$ cat config.mk
export PLATFORM = sky130hd
export DESIGN_NAME = cla_seq_adder
export DESIGN_NICKNAME = d
export VERILOG_FILES = /design/src/rtl/cla_seq_adder_pkg.sv /design/src/rtl/cla_slice.sv /design/src/rtl/cla_seq_adder.sv
export SDC_FILE = /design/constraint.sdc
export NUM_CORES = 1
export LEC_CHECK = 0
export CORE_MARGIN = 4
export CORE_UTILIZATION = 36
export DETAILED_ROUTE_END_ITERATION = 8
export PLACE_DENSITY = 0.65
export SETUP_SLACK_MARGIN = 0.1
export SLEW_MARGIN = 20
export SYNTH_ARGS = -nofsm -noshare
export SYNTH_HDL_FRONTEND = slang
export SYNTH_SLANG_ARGS = --single-unit
$ cat constraint.sdc
create_clock -name clk -period 3.1 [get_ports clk]
set_clock_uncertainty 0.2 [all_clocks]
set_input_delay 0.62 -clock clk [delete_from_list [all_inputs] [get_ports clk]]
set_output_delay 0.62 -clock clk [all_outputs]
set_load 0.01 [all_outputs]
$ cat src/rtl/cla_seq_adder_pkg.sv
// Shared types and default sizing for the sequential carry-lookahead adder.
package cla_seq_adder_pkg;

    localparam int unsigned DEF_SLICE_W    = 8;
    localparam int unsigned DEF_NUM_SLICES = 4;

    typedef enum logic [1:0] {
        IDLE = 2'd0,
        RUN  = 2'd1,
        DONE = 2'd2
    } state_e;

    // Slice index width; never narrower than one bit.
    function automatic int unsigned idx_width(input int unsigned n);
        return (n > 1) ? $clog2(n) : 1;
    endfunction

endpackage

$ cat src/rtl/cla_slice.sv
// SLICE_W-bit carry-lookahead slice: full lookahead carries plus block propagate.
module cla_slice #(
    parameter int unsigned SLICE_W = 8
) (
    input  logic [SLICE_W-1:0] a,
    input  logic [SLICE_W-1:0] b,
    input  logic               cin,
    output logic [SLICE_W-1:0] sum,
    output logic               cout,
    output logic               block_p
);

    logic [SLICE_W-1:0] g;
    logic [SLICE_W-1:0] p;
    logic [SLICE_W:0]   c;

    assign g = a & b;
    assign p = a ^ b;

    // Each carry is the flattened lookahead sum of products, not a ripple chain.
    always_comb begin
        c    = '0;
        c[0] = cin;
        for (int i = 0; i < int'(SLICE_W); i++) begin
            logic acc;
            logic prod;
            acc  = g[i];
            prod = p[i];
            for (int j = i - 1; j >= 0; j--) begin
                acc  = acc | (prod & g[j]);
                prod = prod & p[j];
            end
            c[i+1] = acc | (prod & cin);
        end
    end

    assign sum     = p ^ c[SLICE_W-1:0];
    assign cout    = c[SLICE_W];
    assign block_p = &p;

endmodule

$ cat src/rtl/cla_seq_adder.sv
// Multi-cycle adder: one CLA slice reused NUM_SLICES times, valid/ready on both sides.
module cla_seq_adder
    import cla_seq_adder_pkg::*;
#(
    parameter int unsigned SLICE_W    = DEF_SLICE_W,
    parameter int unsigned NUM_SLICES = DEF_NUM_SLICES
) (
    input  logic                          clk,
    input  logic                          rst_n,
    input  logic                          in_valid,
    output logic                          in_ready,
    input  logic [SLICE_W*NUM_SLICES-1:0] op_a,
    input  logic [SLICE_W*NUM_SLICES-1:0] op_b,
    input  logic                          carry_in,
    input  logic                          flush,
    output logic                          out_valid,
    input  logic                          out_ready,
    output logic [SLICE_W*NUM_SLICES-1:0] sum,
    output logic                          carry_out,
    output logic                          group_propagate,
    output logic                          busy
);

    localparam int unsigned IDX_W = idx_width(NUM_SLICES);
    localparam logic [IDX_W-1:0] LAST_IDX = IDX_W'(NUM_SLICES - 1);

    typedef logic [NUM_SLICES-1:0][SLICE_W-1:0] word_t;

    state_e            state_q, state_d;
    logic [IDX_W-1:0]  idx_q, idx_d;
    word_t             a_q, a_d;
    word_t             b_q, b_d;
    word_t             sum_q, sum_d;
    logic              carry_q, carry_d;
    logic              gp_acc_q, gp_acc_d;
    logic              carry_out_q, carry_out_d;
    logic              gp_out_q, gp_out_d;
    logic              out_valid_q, out_valid_d;
    logic              busy_q, busy_d;

    logic [SLICE_W-1:0] slice_sum;
    logic               slice_cout;
    logic               slice_p;
    logic               accept;

    cla_slice #(
        .SLICE_W (SLICE_W)
    ) u_slice (
        .a       (a_q[idx_q]),
        .b       (b_q[idx_q]),
        .cin     (carry_q),
        .sum     (slice_sum),
        .cout    (slice_cout),
        .block_p (slice_p)
    );

    // Ready is combinational so a held result can be swapped for a new op with no bubble.
    assign in_ready = ~flush & ((state_q == IDLE) | ((state_q == DONE) & out_ready));
    assign accept   = in_valid & in_ready;

    // Next-state and next-register logic.
    always_comb begin
        state_d     = state_q;
        idx_d       = idx_q;
        a_d         = a_q;
        b_d         = b_q;
        sum_d       = sum_q;
        carry_d     = carry_q;
        gp_acc_d    = gp_acc_q;
        carry_out_d = carry_out_q;
        gp_out_d    = gp_out_q;
        out_valid_d = out_valid_q;

        unique case (state_q)
            IDLE: begin
                out_valid_d = 1'b0;
            end
            RUN: begin
                out_valid_d       = 1'b0;
                sum_d[idx_q]      = slice_sum;
                carry_d           = slice_cout;
                gp_acc_d          = gp_acc_q & slice_p;
                idx_d             = idx_q + IDX_W'(1);
                if (idx_q == LAST_IDX) begin
                    state_d     = DONE;
                    idx_d       = '0;
                    out_valid_d = 1'b1;
                    carry_out_d = slice_cout;
                    gp_out_d    = gp_acc_q & slice_p;
                end
            end
            DONE: begin
                if (out_ready) begin
                    state_d     = IDLE;
                    out_valid_d = 1'b0;
                end
            end
            default: begin
                state_d     = IDLE;
                out_valid_d = 1'b0;
            end
        endcase

        // Accept already excludes flush and RUN, so it can override the case above.
        if (accept) begin
            state_d     = RUN;
            a_d         = op_a;
            b_d         = op_b;
            carry_d     = carry_in;
            idx_d       = '0;
            gp_acc_d    = 1'b1;
            out_valid_d = 1'b0;
        end

        if (flush) begin
            state_d     = IDLE;
            idx_d       = '0;
            out_valid_d = 1'b0;
        end

        busy_d = (state_d == RUN);
    end

    always_ff @(posedge clk or negedge rst_n) begin
        if (!rst_n) begin
            state_q     <= IDLE;
            idx_q       <= '0;
            a_q         <= '0;
            b_q         <= '0;
            sum_q       <= '0;
            carry_q     <= 1'b0;
            gp_acc_q    <= 1'b0;
            carry_out_q <= 1'b0;
            gp_out_q    <= 1'b0;
            out_valid_q <= 1'b0;
            busy_q      <= 1'b0;
        end else begin
            state_q     <= state_d;
            idx_q       <= idx_d;
            a_q         <= a_d;
            b_q         <= b_d;
            sum_q       <= sum_d;
            carry_q     <= carry_d;
            gp_acc_q    <= gp_acc_d;
            carry_out_q <= carry_out_d;
            gp_out_q    <= gp_out_d;
            out_valid_q <= out_valid_d;
            busy_q      <= busy_d;
        end
    end

    assign sum             = sum_q;
    assign carry_out       = carry_out_q;
    assign group_propagate = gp_out_q;
    assign out_valid       = out_valid_q;
    assign busy            = busy_q;

endmodule

Word-level counts from Yosys, hierarchy flattened
Index checks and enable logic that the tools add are counted.
- register bits: 106
- word-level logic and storage cells: 168
- bitwise logic cells: 109
- reductions and logical operators: 6
- add/sub/neg operators: 1
- magnitude comparators: 2
- equal/unequal tests: 5
- muxes and demuxes: 25
- operators by type and width (cell ; number):
    $and A1 B1 Y1 ; 68
    $or A1 B1 Y1 ; 37
    $bmux W8 S2 ; 2
    $bwmux W32 ; 1
    $mux W8 ; 3
    $demux W8 S2 ; 1
    $mux W2 ; 8
    $xor A8 B8 Y8 ; 2
    $and A8 B8 Y8 ; 1
    $mux W1 ; 8
    $reduce_and A8 Y1 ; 1
    $pmux W2 S3 ; 1
    $eq A2 B1 Y1 const B ; 2
    $eq A2 B2 Y1 const B ; 2
    $ne A4 B4 Y1 const B ; 1
    $lt A2 B3 Y1 const B ; 1
    $reduce_bool A3 Y1 ; 1
    $add A2 B1 Y2 const B ; 1
    $ge A2 B1 Y1 const B ; 1
    $logic_not A2 Y1 ; 1
    $pmux W1 S2 ; 1
    $reduce_and A2 Y1 ; 1
    $reduce_bool A2 Y1 ; 1
    $logic_and A1 B1 Y1 ; 1
    $not A1 Y1 ; 1

Logic depth before layout (Yosys ltp)
Gate-level depths: netlist of the first run.
- depth in word-level cells: 14
- mapped depth: 9
- depth with buffers taken out: 6

Modules after synthesis
A second synthesis of the first run with hierarchy kept.
- cells, all modules: 311
- area total of the unflattened synthesis: 4899.7 um^2
- modules (own cells, without submodules) (module ; area each (um^2) ; cells an instance ; times used):
    cla_seq_adder ; 4548.1 ; 269 ; 1
    cla_slice ; 351.6 ; 42 ; 1

Worst setup path before layout of the first run
OpenSTA, ideal clock, no wires.
- kind: register to register
- from: register idx_q[0]
- to: register carry_q
- buffers on the path: 3
- library setup time: 143 ps
- data required time: 2757 ps
- setup slack: -26 ps
- data arrival time: 2784 ps
- cell stages (with the launch flop): 10
- cells stage by stage: dfrtp_1 -> buf_2 -> buf_2 -> mux4_2 -> ha_1 -> buf_2 -> a41oi_2 -> a31oi_4 -> a221oi_1 -> o221ai_1
- cells in the longest elaborated chain, start to end: 14
- elaborated cells on any way between the ends: 31
- those cells by class: mux: 6; bitwise: 25
- RTL lines (element ; RTL line ; source):
    start, declared ; cla_seq_adder.sv:30 ; logic [IDX_W-1:0] idx_q, idx_d;
    start signal, assigned ; cla_seq_adder.sv:139 ; idx_q <= idx_d;
    $bmux W8 S2, on equally long branches ; cla_seq_adder.sv:49, cla_seq_adder.sv:50 ;
    $mux W8, on equally long branches ; cla_seq_adder.sv:49, cla_seq_adder.sv:50 ;
    $xor A8 B8 Y8 or $and A8 B8 Y8 (tied branches) ; cla_slice.sv:18, cla_slice.sv:17 ;
    $and A1 B1 Y1, on equally long branches ; cla_slice.sv:30, cla_slice.sv:31 ;
    $or A1 B1 Y1 (tied with other cells) (6 in series) ; cla_slice.sv:30 ; acc = acc | (prod & g[j]);
    $or A1 B1 Y1 or $and A1 B1 Y1 (tied branches) ; cla_slice.sv:30, cla_slice.sv:33 ;
    $or A1 B1 Y1 (*) ; cla_slice.sv:33 ; c[i+1] = acc | (prod & cin);
    $mux W1 (*) ; cla_seq_adder.sv:74 ; unique case (state_q)
    $mux W1 (*) ; cla_seq_adder.sv:105 ; if (accept) begin
    end signal, assigned ; cla_seq_adder.sv:143 ; carry_q <= carry_d;
    end, declared ; cla_seq_adder.sv:34 ; logic carry_q, carry_d;
Mark *: on every way between the ends. The rest lies on a longest branch, timed or not. The select of a mux whose other input is x is not followed.
A chain may end at the register's enable or synchronous reset.

Worst setup path after layout of the first run
- from: register idx_q[0]
- to: register sum_q (netlist bit sum[10])
- cells in the longest elaborated chain, start to end: 8
- elaborated cells on any way between the ends: 18
- those cells by class: order compare: 2; mux: 7; bitwise: 8; reduce/logical: 1
- RTL lines (element ; RTL line ; source):
    $bmux W8 S2, on equally long branches ; cla_seq_adder.sv:49, cla_seq_adder.sv:50 ;
    $mux W8, on equally long branches ; cla_seq_adder.sv:49, cla_seq_adder.sv:50 ;
    $xor A8 B8 Y8 or $and A8 B8 Y8 (tied branches) ; cla_slice.sv:18, cla_slice.sv:17 ;
    $and A1 B1 Y1, on equally long branches ; cla_slice.sv:30, cla_slice.sv:31 ;
    $or A1 B1 Y1 or $and A1 B1 Y1 (tied branches) ; cla_slice.sv:30, cla_slice.sv:33 ;
    $or A1 B1 Y1 ; cla_slice.sv:33 ;
    $xor A8 B8 Y8 ; cla_slice.sv:37 ; assign sum = p ^ c[SLICE_W-1:0];
    $bwmux W32 (*) ; cla_seq_adder.sv:80 ; sum_d[idx_q] = slice_sum;
    end signal, assigned ; cla_seq_adder.sv:142 ; sum_q <= sum_d;
    end, declared ; cla_seq_adder.sv:33 ; word_t sum_q, sum_d;
Marked as above.

==> metrics.cfg, run 1 <==
[run_status]
status=complete, no violations

[synthesis]
ys_ff_latch=106
ys_types=40
synth.avg_cell_area_um2=13.7
ys_warn_count=0
seq_area_frac_synth_pct=51.4
synthesis.nets=459
synth_cells=376
syn_area_mm2=0.00516

[sta]
finalSetupTns_ns=0
slew_violations=0
fmax_mhz=352
max_slew_margin_pct=47.8
hold_violations=0
fin_ws_ns=0.261
rsz0062_at_grt=no
finalSetupViolCount=0
period_share_pct=91.6
period_minus_slack_ns=2.84
tightestPinTransition_ns=0.780

[clock_network]
clk_pin_slew_ns=0.07
htreeDepth=3
clockBufferDepth=2
cts_made_buffers=9
clock_sinks=106
cts_root_buf=clkbuf_16
cts_setup_buffers=0
cts_tree=built
clkLatencyLatePin_ns=0.34

[global_routing]
grt_remaining_overflow=0
grtUsageTotal_pct=14.6
grt_start_max_net_pins=59
grt_pass1_wl_um=18600
grt_pass1_vias=3484
antenna_found_initial=0

[layout]
design_area_mm2=0.00679
final_cells=666
num_antenna_cells=0
drive_above_1_share_pct=24.3
area_growth_pct=31.7
final_nets=566

[route]
drc=0
routed_wl_um=11800
wire_per_inst_um=17.8
drt_iter0_drc=194
drt-pass1-iter-count=4
avgViaCountPerCell=5.05
vias=3361
postRouteAntennaNets=0

[die]
rows=43
die-area_mm2=0.0163
core_area_mm2=0.0139
initial_utilization_pct=37.0
die_x_um=128
dieHeight_um=128
ios=107

[hold_path]
hold_class=in -> async

[place]
hpwl_um=8910
dp_cells=652
globalplace.congestion=0.824
portBuffers=106
postPlaceCellArea_mm2=0.00644
pre_cts_slack_ns=0.185

[setup_path]
arrival_ns=2.83
critical_path_class=reg -> reg
cp-end-kind=flop
r2r_setup_slack_ns=0.26
r2r_cells=7
crit_fanout=21
startpoint_type=flop
crit_required_ns=3.09

[pwr]
power_density_mw_per_mm2=661
p_leak_nw=2.98
finalPower_w=0.00449
ir_drop_v=0.000273

[job]
maxCapViolCount=0

area by class of cell:
type,instances,area (um2)
flip-flops and latches,106,2650
inverters,10,37.5
multi-input cells,239,2390
repair buffers,117,1200
well taps,180,225
fillers,1219,7140
clock buffers,12,246
clock inverters,2,38.8
Yosys cell counts, drive strengths merged:
master,count,area (um2)
o211ai,4,30.0
clkbuf,8,30.0
a221oi,5,43.8
o21a,3,22.5
nor3,9,45.0
nand2,40,150
or2,1,6.26
a31o,1,8.76
o31ai,8,60.1
xnor2,2,17.5
o221ai,1,8.76
nand3,3,15.0
inv,10,37.5
a211oi,2,15.0
buf,13,116
dfrtp,106,2650
mux4,16,360
nor2,12,45.0
a311oi,2,17.5
xor2,1,8.76
a21o,4,30.0
a41oi,1,16.3
a21oi,6,33.8
ha,12,150
nor2b,1,6.26
or4b,1,10.0
nand3b,5,37.5
a31oi,2,27.5
mux2,64,961
fa,1,20.0
o21ai,23,115
nand2b,6,37.5
nand4,2,12.5
a21boi,1,7.51
stage by stage:
| stage | util (%) | hold WS [ns] |
|---|---|---|
| final | 48.7 | 0.0842 |
| after global placement | 46.2 | 0.264 |
| after detailed placement | 46.2 | 0.277 |
| after CTS | 48.3 | 0.104 |
| after floorplan | - | 0.124 |
| after global routing | 48.7 | 0.129 |
worst max-delay path, stage by stage, from the launching register on:
cell and delay [ns]:
dfrtp_1 0.38, buf_12 0.20, mux4_2 0.54, ha_1 0.39
a21o_1 0.20, a21o_1 0.20, xnor2_1 0.39, o21ai_0 0.17
where the power goes:
group	total [W]	leakage, nW	internal [W]	switching (W)
Sequential	0.00185	1.31	0.00166	0.000184
Clock	0.00112	0.139	0.000642	0.000478
Combinational	0.00152	1.53	0.000831	0.000690
kinds of logic (layout without fill, tap and decap cells):
group / Yosys count / count (layout) / synth area share [%]
flip-flops: 106 / 106 / 51.4
multiplexers: 80 / 80 / 25.6
AND/OR/NAND/NOR: 80 / 80 / 7.09
AO/OA/AOI/OAI: 63 / 63 / 8.47
buffers and inverters: 31 / 141 / 3.57
adder cells (fa/ha/maj): 13 / 13 / 3.30
XOR/XNOR: 3 / 3 / 0.510
cells in the final DEF (no fill, tap or decap), drive strengths merged:
cell and n:
clkdlybuf4s50 105, xor2 1, clkinv 1, a21o 4, nor2 12, a221oi 5
a311oi 2, o21a 3, xnor2 2, o211ai 4, a31oi 2, a31o 1
bufinv 1, mux4 16, nand3 3, nand2b 6, buf 12, dfrtp 106
nor3 9, nand3b 5, inv 10, clkbuf 12, ha 12, a41oi 1
or4b 1, or2 1, nand4 2, a211oi 2, nor2b 1, o21ai 23
o31ai 8, a21oi 6, o221ai 1, mux2 64, fa 1, nand2 40
a21boi 1
what timing repair did:
action	in CTS	in global routing
gates resized for setup	0	11
endpoints found under the setup margin	0	14
hold buffers	0	0
final timing paths:
path / start / end
worst max-delay path: idx_q[0]$_DFFE_PN0P_ / sum[10]$_DFFE_PN0P_
worst min-delay path: rst_n / b_q[17]$_DFFE_PN0P_
worst max register to register: idx_q[0]$_DFFE_PN0P_ / sum[10]$_DFFE_PN0P_
worst min register to register: sum[0]$_DFFE_PN0P_ / sum[0]$_DFFE_PN0P_
max in group asynchronous: rst_n / sum[4]$_DFFE_PN0P_
min in group clk: sum[0]$_DFFE_PN0P_ / sum[0]$_DFFE_PN0P_
flip-flops by register name (all words and copies together), names as in the netlist:
register / flops
gp_acc_q: 1
group_propagate: 1
a_q: 32
out_valid: 1
busy: 1
carry_q: 1
b_q: 32
carry_out: 1
sum: 32
state_q: 2
idx_q: 2
metal layers:
metal,GRT usage [%],routed length (um),up-vias
met5,0,0,-
met4,4.56,171,0
met3,3.46,641,15
met2,22.1,5420,106
met1,20.8,5590,1671
li1,-,-,1569
Note: power is estimated with default switching activity, not from simulation.
==> run 2: changes to the inputs <==
CORE_UTILIZATION = 46   (was 36)
PLACE_DENSITY = 0.79   (was 0.65)
==> run 2 against run 1 <==
Effect of this change:
- sequential share of layout area up 0.97 points
- fmax decreased by 3.0%
- register-to-register slack got worse by 0.09 ns
- wire length fell by 3.3%
- total power fell by 4.4%
- critical path type unchanged
- highest routed layer unchanged
==> metrics.cfg, run 2 (synthesis results as in run 1) <==
[layout]
drive_above_1_share_pct=24.5
final_common_cell=dfrtp_1
seq_area_mm2=0.00265
final_cells=625
multi_input_comb_area_mm2=0.00237
final_nets=563
fillers=837
layout_common_cells=dfrtp_1, clkdlybuf4s50_1, mux2_4
num_antenna_cells=0
post-route-util_pct=60.9
area_growth_pct=28.5

[die]
rows=38
initial_utilization_pct=47.4
dieHeight_um=114
die_x_um=114
ios=107
die-area_mm2=0.0130
core_area_mm2=0.0109

[sta]
whs_ns=0.0486
hold_violations=0
fmax_mhz=342
finalSetupTns_ns=0
rsz0062_at_grt=yes
max_slew_margin_pct=51.5
period_share_pct=94.4
tightestPinTransition_ns=0.726
finalSetupViolCount=0
slew_violations=0
period_minus_slack_ns=2.93

[route]
routed_wl_um=11400
wire_per_inst_um=18.3
avgViaCountPerCell=5.40
drt_iter0_drc=199
drc=0
drt-pass1-iter-count=4
postRouteAntennaNets=0
vias=3372

[hold_path]
hold_class=in -> async

[setup_path]
startpoint_type=flop
arrival_ns=2.95
r2r-start=idx_q[0]$_DFFE_PN0P_
crit_required_ns=3.13
crit_fanout=21
rr_endpoint=carry_q$_DFFE_PN0P_
cp-end-kind=flop
r2r_cells=7
r2r_setup_slack_ns=0.17
critical_path_class=reg -> reg

[pwr]
p_sw_share_pct=31.1
p_int_w=0.00296
seqPwrFrac_pct=42.9
pwr-share-clk_pct=22.3
p_sw_w=0.00134
ir_drop_v=0.000374
power_density_mw_per_mm2=648
p_leak_nw=2.92
comb_power_share_pct=34.9

[clock_network]
clockBufferDepth=2
cts_tree=built
cts_root_buf=clkbuf_8
clk_pin_slew_ns=0.10
cts_made_buffers=9
clkLatencyLatePin_ns=0.37
htreeDepth=3
cts_hold_buf=0
clock_sinks=106

[global_routing]
grt_start_max_net_pins=71
antenna_found_initial=0
grt_pass1_wl_um=18800
grtUsageTotal_pct=18.4
grt_remaining_overflow=0
grt_pass1_vias=3647

[place]
globalplace.congestion=0.798
hpwl_um=8390
dp_cells=608
portBuffers=106

[run_status]
status=complete, no violations

[job]
maxCapViolCount=0

run 2: power groups by stage:
stage / Combinational (W) / Clock (W) / Sequential [W]
global placement: 0.00138 / 0 / 0.00185
detailed placement: 0.00143 / 0 / 0.00187
floorplan: 0.000833 / 0 / 0.00186
CTS: 0.00144 / 0.000961 / 0.00184
finish: 0.00150 / 0.000956 / 0.00184
global route: 0.00162 / 0.00103 / 0.00188
run 2: worst max-delay path, stage by stage, from the launching register on:
cell and delay, ns:
dfrtp_1 0.39, buf_12 0.21, mux4_2 0.54, ha_1 0.38, a41oi_2 0.35, a31oi_4 0.21
a221oi_2 0.33, o221ai_1 0.16
run 2: worst max path at each step:
| stage | startpoint | to | slack [ns] | cells past startpoint |
|---|---|---|---|---|
| 2_1_floorplan | idx_q[0]$_DFFE_PN0P_ | carry_q$_DFFE_PN0P_ | 0.15 | 9 |
| 5_1_grt | idx_q[0]$_DFFE_PN0P_ | carry_q$_DFFE_PN0P_ | 0.02 | 7 |
| 6_report | idx_q[0]$_DFFE_PN0P_ | carry_q$_DFFE_PN0P_ | 0.17 | 7 |
| 4_1_cts | idx_q[0]$_DFFE_PN0P_ | carry_q$_DFFE_PN0P_ | 0.11 | 7 |
| 3_5_place_dp | idx_q[0]$_DFFE_PN0P_ | carry_q$_DFFE_PN0P_ | 0.15 | 7 |
| 3_3_place_gp | idx_q[0]$_DFFE_PN0P_ | carry_q$_DFFE_PN0P_ | 0.23 | 7 |
run 2: what timing repair did:
action	in CTS	in global routing
buffers inserted	0	1
hold endpoints to repair	0	0
gates resized for setup	0	9
setup endpoints to repair	0	18
run 2: metal layers:
metal | part of all wire [%] | GRT usage (%) | vias up | wire length [um]
met2 | 48 | 29.8 | 124 | 5530
met1 | 44 | 25.2 | 1665 | 5050
li1 | - | - | 1568 | -
met3 | 5.9 | 4.14 | 15 | 679
met4 | 1.6 | 5.15 | 0 | 184
met5 | 0 | 0 | - | 0
run 2: metrics by stage:
stage | power (W) | setup WS (ns) | area (um2)
6_report | 0.00429 | 0.174 | 6630
5_1_grt | 0.00453 | 0.0224 | 6630
4_1_cts | 0.00424 | 0.108 | 6580
3_5_place_dp | 0.00330 | 0.147 | 6350
3_3_place_gp | 0.00323 | 0.229 | 6350
2_1_floorplan | 0.00269 | 0.145 | 5160
run 2: final cells by class:
class / instances / share of cell area [%]
Multi-Input combinational cell: 239 / 35.7
Clock buffer: 10 / 2.08
Sequential cell: 106 / 40.0
Clock inverter: 6 / 1.36
Timing Repair Buffer: 114 / 17.6
Tap cell: 140 / 2.64
Inverter: 10 / 0.566
